### config.mk
export PLATFORM = sky130hd
export DESIGN_NAME = linmem_arbiter_flat
export DESIGN_NICKNAME = d
export VERILOG_FILES = /design/src/rtl/linmem_arbiter_pkg.sv /design/src/rtl/linmem_arbiter_if.sv /design/src/rtl/linmem_starve_ctr.sv /design/src/rtl/linmem_arbiter.sv /design/src/flat_wrapper.sv
export SDC_FILE = /design/constraint.sdc
export NUM_CORES = 1
export LEC_CHECK = 0
export CORE_MARGIN = 2
export CORE_UTILIZATION = 37
export CTS_CLUSTER_DIAMETER = 120
export DETAILED_ROUTE_END_ITERATION = 8
export GPL_ROUTABILITY_DRIVEN = 0
export PLACE_DENSITY = 0.86
export SYNTH_ARGS = -nofsm -noshare
export SYNTH_HDL_FRONTEND = slang
export SYNTH_SLANG_ARGS = --single-unit
### constraint.sdc
create_clock -name clk -period 4.7 [get_ports clk]
set_input_delay 0.47 -clock clk [delete_from_list [all_inputs] [get_ports clk]]
set_output_delay 0.47 -clock clk [all_outputs]
set_load 0.05 [all_outputs]
### src/rtl/linmem_arbiter_pkg.sv
// Shared definitions for the linear-memory arbiter: owner and state encodings,
// default widths and the out-of-range address helper.
package linmem_arbiter_pkg;

    localparam int unsigned DEF_ADDR_WIDTH   = 10;
    localparam int unsigned DEF_DATA_WIDTH   = 32;
    localparam int unsigned DEF_STARVE_LIMIT = 8;
    localparam int unsigned CORE_ADDR_WIDTH  = 32;

    // Which requester the read returning this cycle belongs to
    typedef enum logic [1:0] {
        OWN_NONE = 2'd0,
        OWN_CORE = 2'd1,
        OWN_HOST = 2'd2,
        OWN_OOB  = 2'd3
    } owner_t;

    typedef enum logic {
        ST_ARB  = 1'b0,
        ST_LOCK = 1'b1
    } arb_state_t;

    // True when any core address bit above the memory depth is set
    function automatic logic core_addr_oob(input logic [CORE_ADDR_WIDTH-1:0] addr,
                                           input int unsigned aw);
        return (addr >> aw) != '0;
    endfunction

endpackage

### src/rtl/linmem_arbiter_if.sv
// Bundle of core, host and memory-side signals around the linear-memory arbiter.
// The slave modport is the arbiter's view; master is the surrounding system's view.
interface linmem_arbiter_if
    import linmem_arbiter_pkg::*;
#(
    parameter int unsigned ADDR_WIDTH = DEF_ADDR_WIDTH,
    parameter int unsigned DATA_WIDTH = DEF_DATA_WIDTH
) ();

    logic                       core_re;
    logic                       core_we;
    logic [CORE_ADDR_WIDTH-1:0] core_addr;
    logic [DATA_WIDTH-1:0]      core_wdata;
    logic                       core_stall;
    logic [DATA_WIDTH-1:0]      core_rdata;
    logic                       core_rvld;
    logic                       oob_error;

    logic                       host_req;
    logic                       host_we;
    logic                       host_lock;
    logic [ADDR_WIDTH-1:0]      host_addr;
    logic [DATA_WIDTH-1:0]      host_wdata;
    logic                       host_gnt;
    logic [DATA_WIDTH-1:0]      host_rdata;
    logic                       host_rvld;

    logic                       mem_re;
    logic                       mem_we;
    logic [ADDR_WIDTH-1:0]      mem_addr;
    logic [DATA_WIDTH-1:0]      mem_wdata;
    logic [DATA_WIDTH-1:0]      mem_rdata;

    modport slave (
        input  core_re, core_we, core_addr, core_wdata,
        output core_stall, core_rdata, core_rvld, oob_error,
        input  host_req, host_we, host_lock, host_addr, host_wdata,
        output host_gnt, host_rdata, host_rvld,
        output mem_re, mem_we, mem_addr, mem_wdata,
        input  mem_rdata
    );

    modport master (
        output core_re, core_we, core_addr, core_wdata,
        input  core_stall, core_rdata, core_rvld, oob_error,
        output host_req, host_we, host_lock, host_addr, host_wdata,
        input  host_gnt, host_rdata, host_rvld,
        input  mem_re, mem_we, mem_addr, mem_wdata,
        output mem_rdata
    );

endinterface

### src/rtl/linmem_starve_ctr.sv
// Saturating count of consecutive cycles the host has been refused memory access.
// at_limit tells the arbiter the host must be served this cycle.
module linmem_starve_ctr
    import linmem_arbiter_pkg::*;
#(
    parameter int unsigned LIMIT = DEF_STARVE_LIMIT
) (
    input  logic clk,
    input  logic rst,
    input  logic clr,
    input  logic inc,
    output logic at_limit
);

    localparam int unsigned    CW      = $clog2(LIMIT + 1);
    localparam logic [CW-1:0]  LIMIT_V = CW'(LIMIT);

    logic [CW-1:0] count;

    // Clear wins over increment; the count parks at LIMIT until the host is served
    always_ff @(posedge clk) begin
        if (rst) begin
            count <= '0;
        end else if (clr) begin
            count <= '0;
        end else if (inc && (count != LIMIT_V)) begin
            count <= count + CW'(1);
        end
    end

    assign at_limit = (count == LIMIT_V);

endmodule

### src/rtl/linmem_arbiter.sv
// Shares the single-port linear memory between the core load/store path and the
// host loader port. Core has priority, host is starvation-protected, reads return in one cycle.
module linmem_arbiter
    import linmem_arbiter_pkg::*;
#(
    parameter int unsigned ADDR_WIDTH   = DEF_ADDR_WIDTH,
    parameter int unsigned DATA_WIDTH   = DEF_DATA_WIDTH,
    parameter int unsigned STARVE_LIMIT = DEF_STARVE_LIMIT
) (
    input  logic           clk,
    input  logic           rst,
    linmem_arbiter_if.slave bus
);

    arb_state_t            state;
    owner_t                rd_owner;
    logic                  oob_error_q;
    logic [DATA_WIDTH-1:0] core_rdata_q;
    logic [DATA_WIDTH-1:0] host_rdata_q;

    logic                  core_req;
    logic                  core_oob;
    logic                  core_acc;
    logic                  core_stall_c;
    logic                  host_gnt_c;
    logic                  at_limit;
    logic                  core_rvld_c;
    logic                  host_rvld_c;
    logic [DATA_WIDTH-1:0] core_rdata_c;
    logic [DATA_WIDTH-1:0] host_rdata_c;
    logic                  mem_re_c;
    logic                  mem_we_c;
    logic [ADDR_WIDTH-1:0] mem_addr_c;
    logic [DATA_WIDTH-1:0] mem_wdata_c;

    assign core_req = bus.core_re | bus.core_we;
    assign core_oob = core_addr_oob(bus.core_addr, ADDR_WIDTH);

    // Nothing is granted while reset is held so all outputs read as idle
    always_comb begin
        host_gnt_c   = 1'b0;
        core_stall_c = 1'b0;
        if (!rst) begin
            if (state == ST_LOCK) begin
                host_gnt_c   = bus.host_req;
                core_stall_c = core_req;
            end else begin
                host_gnt_c   = bus.host_req && (at_limit || !core_req);
                core_stall_c = core_req && host_gnt_c;
            end
        end
    end

    assign core_acc = core_req && !core_stall_c && !rst;

    linmem_starve_ctr #(
        .LIMIT (STARVE_LIMIT)
    ) u_starve_ctr (
        .clk      (clk),
        .rst      (rst),
        .clr      (!bus.host_req || host_gnt_c),
        .inc      (bus.host_req && !host_gnt_c),
        .at_limit (at_limit)
    );

    // An out-of-range core access is accepted but never reaches the memory
    always_comb begin
        mem_re_c    = 1'b0;
        mem_we_c    = 1'b0;
        mem_addr_c  = '0;
        mem_wdata_c = '0;
        if (core_acc && !core_oob) begin
            mem_we_c    = bus.core_we;
            mem_re_c    = bus.core_re && !bus.core_we;
            mem_addr_c  = bus.core_addr[ADDR_WIDTH-1:0];
            mem_wdata_c = bus.core_wdata;
        end else if (host_gnt_c) begin
            mem_we_c    = bus.host_we;
            mem_re_c    = !bus.host_we;
            mem_addr_c  = bus.host_addr;
            mem_wdata_c = bus.host_wdata;
        end
    end

    always_comb begin
        core_rvld_c  = !rst && ((rd_owner == OWN_CORE) || (rd_owner == OWN_OOB));
        host_rvld_c  = !rst && (rd_owner == OWN_HOST);
        core_rdata_c = core_rdata_q;
        host_rdata_c = host_rdata_q;
        if (core_rvld_c) begin
            core_rdata_c = (rd_owner == OWN_OOB) ? '0 : bus.mem_rdata;
        end
        if (host_rvld_c) begin
            host_rdata_c = bus.mem_rdata;
        end
    end

    // Lock is only entered with no read returning, so a return is never orphaned
    always_ff @(posedge clk) begin
        if (rst) begin
            state        <= ST_ARB;
            rd_owner     <= OWN_NONE;
            oob_error_q  <= 1'b0;
            core_rdata_q <= '0;
            host_rdata_q <= '0;
        end else begin
            case (state)
                ST_ARB:  if (bus.host_lock && (rd_owner == OWN_NONE)) state <= ST_LOCK;
                ST_LOCK: if (!bus.host_lock) state <= ST_ARB;
                default: state <= ST_ARB;
            endcase

            if (core_acc && bus.core_re && !bus.core_we) begin
                rd_owner <= core_oob ? OWN_OOB : OWN_CORE;
            end else if (host_gnt_c && !bus.host_we) begin
                rd_owner <= OWN_HOST;
            end else begin
                rd_owner <= OWN_NONE;
            end

            if (core_acc && core_oob) begin
                oob_error_q <= 1'b1;
            end
            core_rdata_q <= core_rdata_c;
            host_rdata_q <= host_rdata_c;
        end
    end

    assign bus.core_stall = core_stall_c;
    assign bus.core_rdata = core_rdata_c;
    assign bus.core_rvld  = core_rvld_c;
    assign bus.oob_error  = oob_error_q;
    assign bus.host_gnt   = host_gnt_c;
    assign bus.host_rdata = host_rdata_c;
    assign bus.host_rvld  = host_rvld_c;
    assign bus.mem_re     = mem_re_c;
    assign bus.mem_we     = mem_we_c;
    assign bus.mem_addr   = mem_addr_c;
    assign bus.mem_wdata  = mem_wdata_c;

endmodule

### src/flat_wrapper.sv
// flat-port wrapper written by rule: the top's interface ports become plain ports
module linmem_arbiter_flat import linmem_arbiter_pkg::*;
#(
    parameter int unsigned ADDR_WIDTH   = DEF_ADDR_WIDTH,
    parameter int unsigned DATA_WIDTH   = DEF_DATA_WIDTH,
    parameter int unsigned STARVE_LIMIT = DEF_STARVE_LIMIT
)
  (clk, rst, bus_core_re, bus_core_we, bus_core_addr, bus_core_wdata, bus_core_stall, bus_core_rdata, bus_core_rvld, bus_oob_error, bus_host_req, bus_host_we, bus_host_lock, bus_host_addr, bus_host_wdata, bus_host_gnt, bus_host_rdata, bus_host_rvld, bus_mem_re, bus_mem_we, bus_mem_addr, bus_mem_wdata, bus_mem_rdata);
  linmem_arbiter_if #(.ADDR_WIDTH(ADDR_WIDTH), .DATA_WIDTH(DATA_WIDTH)) bus_i ();
  input  logic clk;
  input  logic rst;
  input wire logic [$bits(bus_i.core_re)-1:0] bus_core_re;
  input wire logic [$bits(bus_i.core_we)-1:0] bus_core_we;
  input wire logic [$bits(bus_i.core_addr)-1:0] bus_core_addr;
  input wire logic [$bits(bus_i.core_wdata)-1:0] bus_core_wdata;
  output wire logic [$bits(bus_i.core_stall)-1:0] bus_core_stall;
  output wire logic [$bits(bus_i.core_rdata)-1:0] bus_core_rdata;
  output wire logic [$bits(bus_i.core_rvld)-1:0] bus_core_rvld;
  output wire logic [$bits(bus_i.oob_error)-1:0] bus_oob_error;
  input wire logic [$bits(bus_i.host_req)-1:0] bus_host_req;
  input wire logic [$bits(bus_i.host_we)-1:0] bus_host_we;
  input wire logic [$bits(bus_i.host_lock)-1:0] bus_host_lock;
  input wire logic [$bits(bus_i.host_addr)-1:0] bus_host_addr;
  input wire logic [$bits(bus_i.host_wdata)-1:0] bus_host_wdata;
  output wire logic [$bits(bus_i.host_gnt)-1:0] bus_host_gnt;
  output wire logic [$bits(bus_i.host_rdata)-1:0] bus_host_rdata;
  output wire logic [$bits(bus_i.host_rvld)-1:0] bus_host_rvld;
  output wire logic [$bits(bus_i.mem_re)-1:0] bus_mem_re;
  output wire logic [$bits(bus_i.mem_we)-1:0] bus_mem_we;
  output wire logic [$bits(bus_i.mem_addr)-1:0] bus_mem_addr;
  output wire logic [$bits(bus_i.mem_wdata)-1:0] bus_mem_wdata;
  input wire logic [$bits(bus_i.mem_rdata)-1:0] bus_mem_rdata;
  assign bus_i.core_re = bus_core_re;
  assign bus_i.core_we = bus_core_we;
  assign bus_i.core_addr = bus_core_addr;
  assign bus_i.core_wdata = bus_core_wdata;
  assign bus_core_stall = bus_i.core_stall;
  assign bus_core_rdata = bus_i.core_rdata;
  assign bus_core_rvld = bus_i.core_rvld;
  assign bus_oob_error = bus_i.oob_error;
  assign bus_i.host_req = bus_host_req;
  assign bus_i.host_we = bus_host_we;
  assign bus_i.host_lock = bus_host_lock;
  assign bus_i.host_addr = bus_host_addr;
  assign bus_i.host_wdata = bus_host_wdata;
  assign bus_host_gnt = bus_i.host_gnt;
  assign bus_host_rdata = bus_i.host_rdata;
  assign bus_host_rvld = bus_i.host_rvld;
  assign bus_mem_re = bus_i.mem_re;
  assign bus_mem_we = bus_i.mem_we;
  assign bus_mem_addr = bus_i.mem_addr;
  assign bus_mem_wdata = bus_i.mem_wdata;
  assign bus_i.mem_rdata = bus_mem_rdata;
  linmem_arbiter #(.ADDR_WIDTH(ADDR_WIDTH), .DATA_WIDTH(DATA_WIDTH), .STARVE_LIMIT(STARVE_LIMIT)) u_core (.clk(clk), .rst(rst), .bus(bus_i));
endmodule
==> impl_metrics.toml, run 1 <==
[placement]
dp.final_hpwl_um = 11100
io_buffer_count = 257
place_inst = 745
post_dp_cell_area_mm2 = 0.00612

[routing]
avgRoutedWirePerCell_um = 18.4
wirelength_um = 14100
antenna_left = 0
viasPerCell = 4.96
drt_iter0_drc = 168
first_pass_iters = 4
vias = 3783
drc_errors = 0

[final_layout]
postLayoutCellArea_mm2 = 0.00631
fin_cells = 763
area_growth_pct = 79.6
multi_input_area_mm2 = 0.00190
seq_area_mm2 = 0.00144
drive_above_1_share_pct = 11.4
nets = 774
fill_cells = 732

[setup_path]
critical_path_class = "input pin to output pin"
cp_slowest_cell = "clkdlybuf4s50_1"
path_cells = "clkdlybuf4s50_1 -> or4_4 -> or4_4 -> a2111oi_4 -> buf_4 -> a22o_1 -> clkdlybuf4s50_1"
cp-start-kind = "input pin"
r2r-end = "u_core.host_rdata_q[4]"
worstPathRequired_ns = 4.23
cp.arrival_ns = 3.62
reg2reg_depth = 4
critPathMaxStageDelay_ns = 0.82
crit_fanout = 43
reg2reg_from = "u_core.rd_owner[0]"
endpoint_kind = "output pin"
ff2ff_setup_slack_ns = 2.82

[min_path]
holdPathEnd = "u_core.bus.oob_error"
min_path_type = "flip-flop to flip-flop"
whs_path_depth = 2
hold_start = "u_core.bus.oob_error"

[synth]
netlist_area_mm2 = 0.00351
synthTopCellsByArea = "dfxtp_1, nor2b_1, a22o_1"
synth_most_common_cell = "dfxtp_1"
seq_area_frac_synth_pct = 41.0
synth-async-reset-ratio_pct = 0
ys.flop_type = "dfxtp_1"
synth_common_cells = "dfxtp_1, nor2b_1, a22o_1, nand2b_1"
synth_top_area_cell = "dfxtp_1"
synth_nets = 532
ys_types = 31
yosysWarnings = 0
synth.avg_cell_area_um2 = 9.12
synth_enable_flop_cells = 0
synthCells = 385
synth-seq-cells = 72
synth_top_area_share_pct = 41.0

[timing]
hold_slack_ns = 0.454
rsz0062_at_grt = "false"
slew_headroom_pct = 28.8
setup_violations = 0
worst_pin_slew_ns = 1.07
setup_tns_ns = 0
period_share_pct = 87.0
post-route-min-period_ns = 4.09
drv_slew = 0
hold_violations = 0
clock-skew-final_ns = 0.00656
fmax_mhz = 245

[clocking]
tritoncts = "done"
cts_buffer_depth = 2
clk_pin_slew_worst_paths_ns = 0.07
cts_resized = 0
cts_sinks = 72
cts_post_setup_buffers_inserted = 0
ctsHoldBuffers = 0
root_buffer = "clkbuf_8"
clk_latency_ns = 0.34
h-tree-depth = 3
cts_buffers = 9

[power_and_ir_drop]
ir_drop_v = 0.000195
p_leak_nw = 2.40
totalPowerFinal_mw = 1.49
p_per_area_mw_per_mm2 = 237

[floorplanning]
start_util_pct = 38.0
die_w_um = 101
dieArea_mm2 = 0.0103
pin_count = 258
coreArea_mm2 = 0.00924
die_h_um = 101
std_cell_rows = 35

[global_routing]
antenna_found_initial = 0
grt_pass1_vias = 3779
grt_max_degree = 66
grt_pass1_wl_um = 20200
grtUsageTotal_pct = 26.1
grt.overflow.total = 0

[job]
drv_cap = 0

[outcome]
status = "complete, no violations"
==> worst max-delay path, delay by kind of cell <==
family	cells	cell delay, ns
AOI/OAI and AO/OA	2	0.49
and+or+nand+nor	2	0.98
buffers and inverters	3	1.68
==> layout make-up <==
class                   count  area share, %
inverters                   8          0.476
flip-flops and latches     72           22.9
clock buffers              11           2.40
well taps                 129           2.56
clock inverters             4          0.456
multi-input cells         275           30.2
diodes                      3          0.119
repair buffers            261           40.9
==> cell usage in the layout (no fill, tap or decap) <==
cell type,instances
clkdlybuf4s50_1,245
dfxtp_1,72
nor2b_1,64
a22o_1,43
mux2_2,32
nand2b_1,32
nand2_1,32
o21ai_0,32
buf_4,14
clkbuf_8,11
nor2_1,9
inv_1,7
a21oi_1,4
nor4_1,4
diode_2,3
nor3_1,2
or2_2,2
or4_4,2
nand3_1,2
ha_1,2
clkinvlp_4,2
nor3b_2,1
nand2b_2,1
and3b_1,1
or3b_2,1
inv_2,1
nand4_1,1
a2111oi_4,1
o32ai_1,1
nand3b_1,1
a211oi_1,1
o22ai_1,1
nor3b_1,1
o221ai_1,1
xor2_1,1
clkinv_2,1
inv_6,1
buf_2,1
buf_12,1
==> power by group <==
part | switching [mW] | total [mW] | internal, mW
Combinational | 0.218 | 0.422 | 0.204
Sequential | 0.00566 | 0.630 | 0.625
Clock | 0.223 | 0.442 | 0.218
==> worst max-delay path by stage <==
stage	start	end	slack, ns	depth (start not counted)
after detailed placement	bus_core_addr[17]	bus_mem_wdata[3]	0.63	7
after global placement	bus_core_addr[17]	bus_mem_wdata[6]	0.72	7
after global routing	bus_core_addr[17]	bus_mem_addr[3]	0.55	7
final	bus_core_addr[17]	bus_mem_wdata[3]	0.61	7
after floorplan	u_core.u_starve_ctr.count[0]	bus_mem_wdata[22]	1.58	9
after CTS	bus_core_addr[17]	bus_mem_wdata[3]	0.63	7
==> per-stage QoR <==
stage          worst slack, ns  util, %
2_1_floorplan             1.58        -
3_3_place_gp             0.715     66.2
3_5_place_dp             0.629     66.2
4_1_cts                  0.631     68.2
5_1_grt                  0.552     68.2
6_report                 0.612     68.3
==> cells by family (layout without fill, tap and decap cells) <==
group,after synthesis,count (layout),share of synthesized area (%)
adders and majority gates,2,2,0.712
DFF,72,72,41.0
other,0,3,0
buffers and inverters,38,284,4.95
xor gates and xnor gates,1,1,0.249
AOI/OAI and AO/OA,84,84,17.5
and+or+nand+nor,156,156,25.3
muxes,32,32,10.3
==> state kept, by name, summed over array words and instances, names as in the netlist <==
| name | count |
|---|---|
| u_core.bus.oob_error | 1 |
| u_core.core_rdata_q | 32 |
| u_core.host_rdata_q | 32 |
| u_core.rd_owner | 2 |
| u_core.state | 1 |
| u_core.u_starve_ctr.count | 4 |
==> metal layers <==
layer | global-route usage (%) | wire (µm) | vias to the layer above | share of wire, %
met1 | 30.4 | 5490 | 1767 | 39
met3 | 9.94 | 1590 | 24 | 11
met4 | 7.59 | 285 | 0 | 2.0
met2 | 44.6 | 6700 | 186 | 48
li1 | - | - | 1806 | -
met5 | 0 | 0 | - | 0
Power figures use the tool's default switching activity.
==> inputs of run 2 (changes only) <==
--- a/config.mk
+++ b/config.mk
@@ -5,12 +5,14 @@
 export SDC_FILE = /design/constraint.sdc
 export NUM_CORES = 1
 export LEC_CHECK = 0
+export ABC_AREA = 1
 export CORE_MARGIN = 2
-export CORE_UTILIZATION = 37
+export CORE_UTILIZATION = 41
 export CTS_CLUSTER_DIAMETER = 120
 export DETAILED_ROUTE_END_ITERATION = 8
 export GPL_ROUTABILITY_DRIVEN = 0
-export PLACE_DENSITY = 0.86
+export MAX_ROUTING_LAYER = met4
+export PLACE_DENSITY = 0.87
 export SYNTH_ARGS = -nofsm -noshare
 export SYNTH_HDL_FRONTEND = slang
 export SYNTH_SLANG_ARGS = --single-unit
==> impl_metrics.toml, run 2 <==
[outcome]
status = "complete, no violations"

[routing]
vias = 4896
wirelength_um = 14100
drc_errors = 0
drt_iter0_drc = 267
antenna_left = 0
viasPerCell = 4.82
avgRoutedWirePerCell_um = 13.9
first_pass_iters = 5

[synth]
synthXorXnorAreaFrac_pct = 0.202
synth_top_area_cell = "dfxtp_1"
synth_top_area_share_pct = 33.2
netlist_area_mm2 = 0.00434
synthMuxAreaShare_pct = 0
synth-async-reset-ratio_pct = 0
synth-seq-cells = 72
synthCells = 642
synthTopCellsByArea = "dfxtp_1, nand2_1, inv_1"
ys.flop_type = "dfxtp_1"
synth_adder_area_share_pct = 0.577
synth.avg_cell_area_um2 = 6.75
ys_types = 28
synth_top_family_by_area = "simple AND/OR/NAND/NOR gates"
synth_most_common_cell = "nand2_1"
synth_common_cells = "nand2_1, inv_1, nand3_1, dfxtp_1, a21oi_1"
synth_enable_flop_cells = 0
yosysWarnings = 0
synth_compound_area_share_pct = 17.4
synth_nets = 789
seq_area_frac_synth_pct = 33.2
synthSimpleGateAreaFrac_pct = 31.9

[setup_path]
cp_top_family = "buffers and inverters"
cp-start-kind = "input pin"
critPathMaxStageDelay_ns = 0.82
crit_fanout = 44
cp_slowest_cell = "clkdlybuf4s50_1"
cp.arrival_ns = 3.01
ff2ff_setup_slack_ns = 2.87
path_buf_inv = 4
critical_path_class = "input pin to output pin"
path_cells = "clkdlybuf4s50_1 -> inv_1 -> nor2_1 -> nand2_2 -> inv_2 -> nand2_1 -> nand2_1 -> clkdlybuf4s50_1"
endpoint_kind = "output pin"
worstPathRequired_ns = 4.23

[final_layout]
num_antenna_cells = 0
nets = 1022
final_common_cell = "clkdlybuf4s50_1"
final_cell_mix = "clkdlybuf4s50_1, nand2_1, inv_1"
area_growth_pct = 62.3
seq_area_mm2 = 0.00144
postLayoutCellArea_mm2 = 0.00704
multi_input_area_mm2 = 0.00217
reg_top3 = "u_core.core_rdata_q: 32 flops, u_core.host_rdata_q: 32 flops, u_core.u_starve_ctr.count: 4 flops"
fill_cells = 902
drive_above_1_share_pct = 8.75
final_core_util_pct = 68.5

[clocking]
clk_latency_ns = 0.34
cts_post_setup_buffers_inserted = 0
h-tree-depth = 3
cts_buffers = 9
cts_sinks = 72
cts_buffer_depth = 2
root_buffer = "clkbuf_8"
cts_resized = 0
ctsHoldBuffers = 0
tritoncts = "done"
clk_pin_slew_worst_paths_ns = 0.08

[timing]
hold_violations = 0
setup_violations = 0
worst_pin_slew_ns = 0.794
setup_tns_ns = 0
period_share_pct = 74.1
drv_slew = 0
slew_headroom_pct = 47.1
fmax_mhz = 287
rsz0062_at_grt = "false"
fin_ws_ns = 1.22
clock-skew-final_ns = 0.0106
post-route-min-period_ns = 3.48

[power_and_ir_drop]
p_per_area_mw_per_mm2 = 237
totalPowerFinal_mw = 1.67
p_leak_nw = 3.16
ir_drop_v = 0.000144

[global_routing]
grt_pass1_vias = 4601
grt.overflow.total = 0
grt_max_degree = 66
grt_pass1_wl_um = 21800
antenna_found_initial = 0
grtUsageTotal_pct = 24.6

[floorplanning]
std_cell_rows = 37
die_w_um = 107
pin_count = 258
die_h_um = 107
dieArea_mm2 = 0.0114
coreArea_mm2 = 0.0103
start_util_pct = 42.2

[job]
drv_cap = 0

[placement]
post_dp_cell_area_mm2 = 0.00682
dp_slack_ns = 1.23
dp.final_hpwl_um = 10600
io_buffer_count = 257

[min_path]
min_path_type = "flip-flop to flip-flop"
-- run 2: cell count changes after synthesis, sizes merged, moves of 31 or more --
| cell | change |
|---|---|
| a211oi | +31 |
| a21oi | +65 |
| a22o | -43 |
| inv | +105 |
| mux2 | -32 |
| nand2 | +174 |
| nand2b | -33 |
| nand3 | +80 |
| nor2b | -64 |
| o21ai | -32 |
-- run 2: logic make-up (layout without fill, tap and decap cells) --
family,Yosys count,in the layout
AND/OR/NAND/NOR,311,311
buffers and inverters,153,391
AO/OA/AOI/OAI,103,103
flip-flops,72,72
adder cells (fa/ha/maj),2,2
XOR/XNOR,1,1
-- run 2: through the flow --
step | hold WS (ns) | cells
floorplan | 0.451 | 642
global placement | 0.436 | 1000
detailed placement | 0.451 | 1000
CTS | 0.460 | 1016
global route | 0.490 | 1016
finish | 0.454 | 1016
-- run 2: path summary, 6_finish.rpt --
| check | to | start | cells after the start |
|---|---|---|---|
| hold reg to reg | u_core.bus.oob_error | u_core.bus.oob_error | 2 |
| setup reg to reg | u_core.host_rdata_q[0] | u_core.rd_owner[1] | 4 |
| setup / recovery | bus_mem_wdata[17] | bus_host_req | 8 |
| hold / removal | u_core.bus.oob_error | u_core.bus.oob_error | 2 |
-- run 2: power breakdown --
part | leakage (nW) | internal, mW | total (mW) | switching (mW)
clock | 0.110 | 0.300 | 0.542 | 0.243
sequential | 0.584 | 0.628 | 0.634 | 0.00567
combinational | 2.46 | 0.206 | 0.492 | 0.286
-- run 2: worst register-to-register path: stages (launching register included) --
cell	delay, ns
dfxtp_1	0.32
inv_2	0.25
nor3_4	0.24
buf_4	0.64
a211oi_1	0.23
-- run 2: layout make-up --
class	count	share of cell area, %
flip-flops and latches	72	20.5
clock inverters	7	1.35
multi-input cells	417	30.8
repair buffers	261	36.9
clock buffers	9	1.76
inverters	114	6.26
well taps	136	2.42
-- run 2: routing by layer --
layer	up-vias	global-route usage, %	wire length (µm)	share of wire [%]
li1	2482	-	-	-
met1	2222	28.1	5590	40
met2	167	43.5	7400	52
met3	25	4.56	762	5.4
met4	0	8.16	340	2.4
met5	-	-	0	0
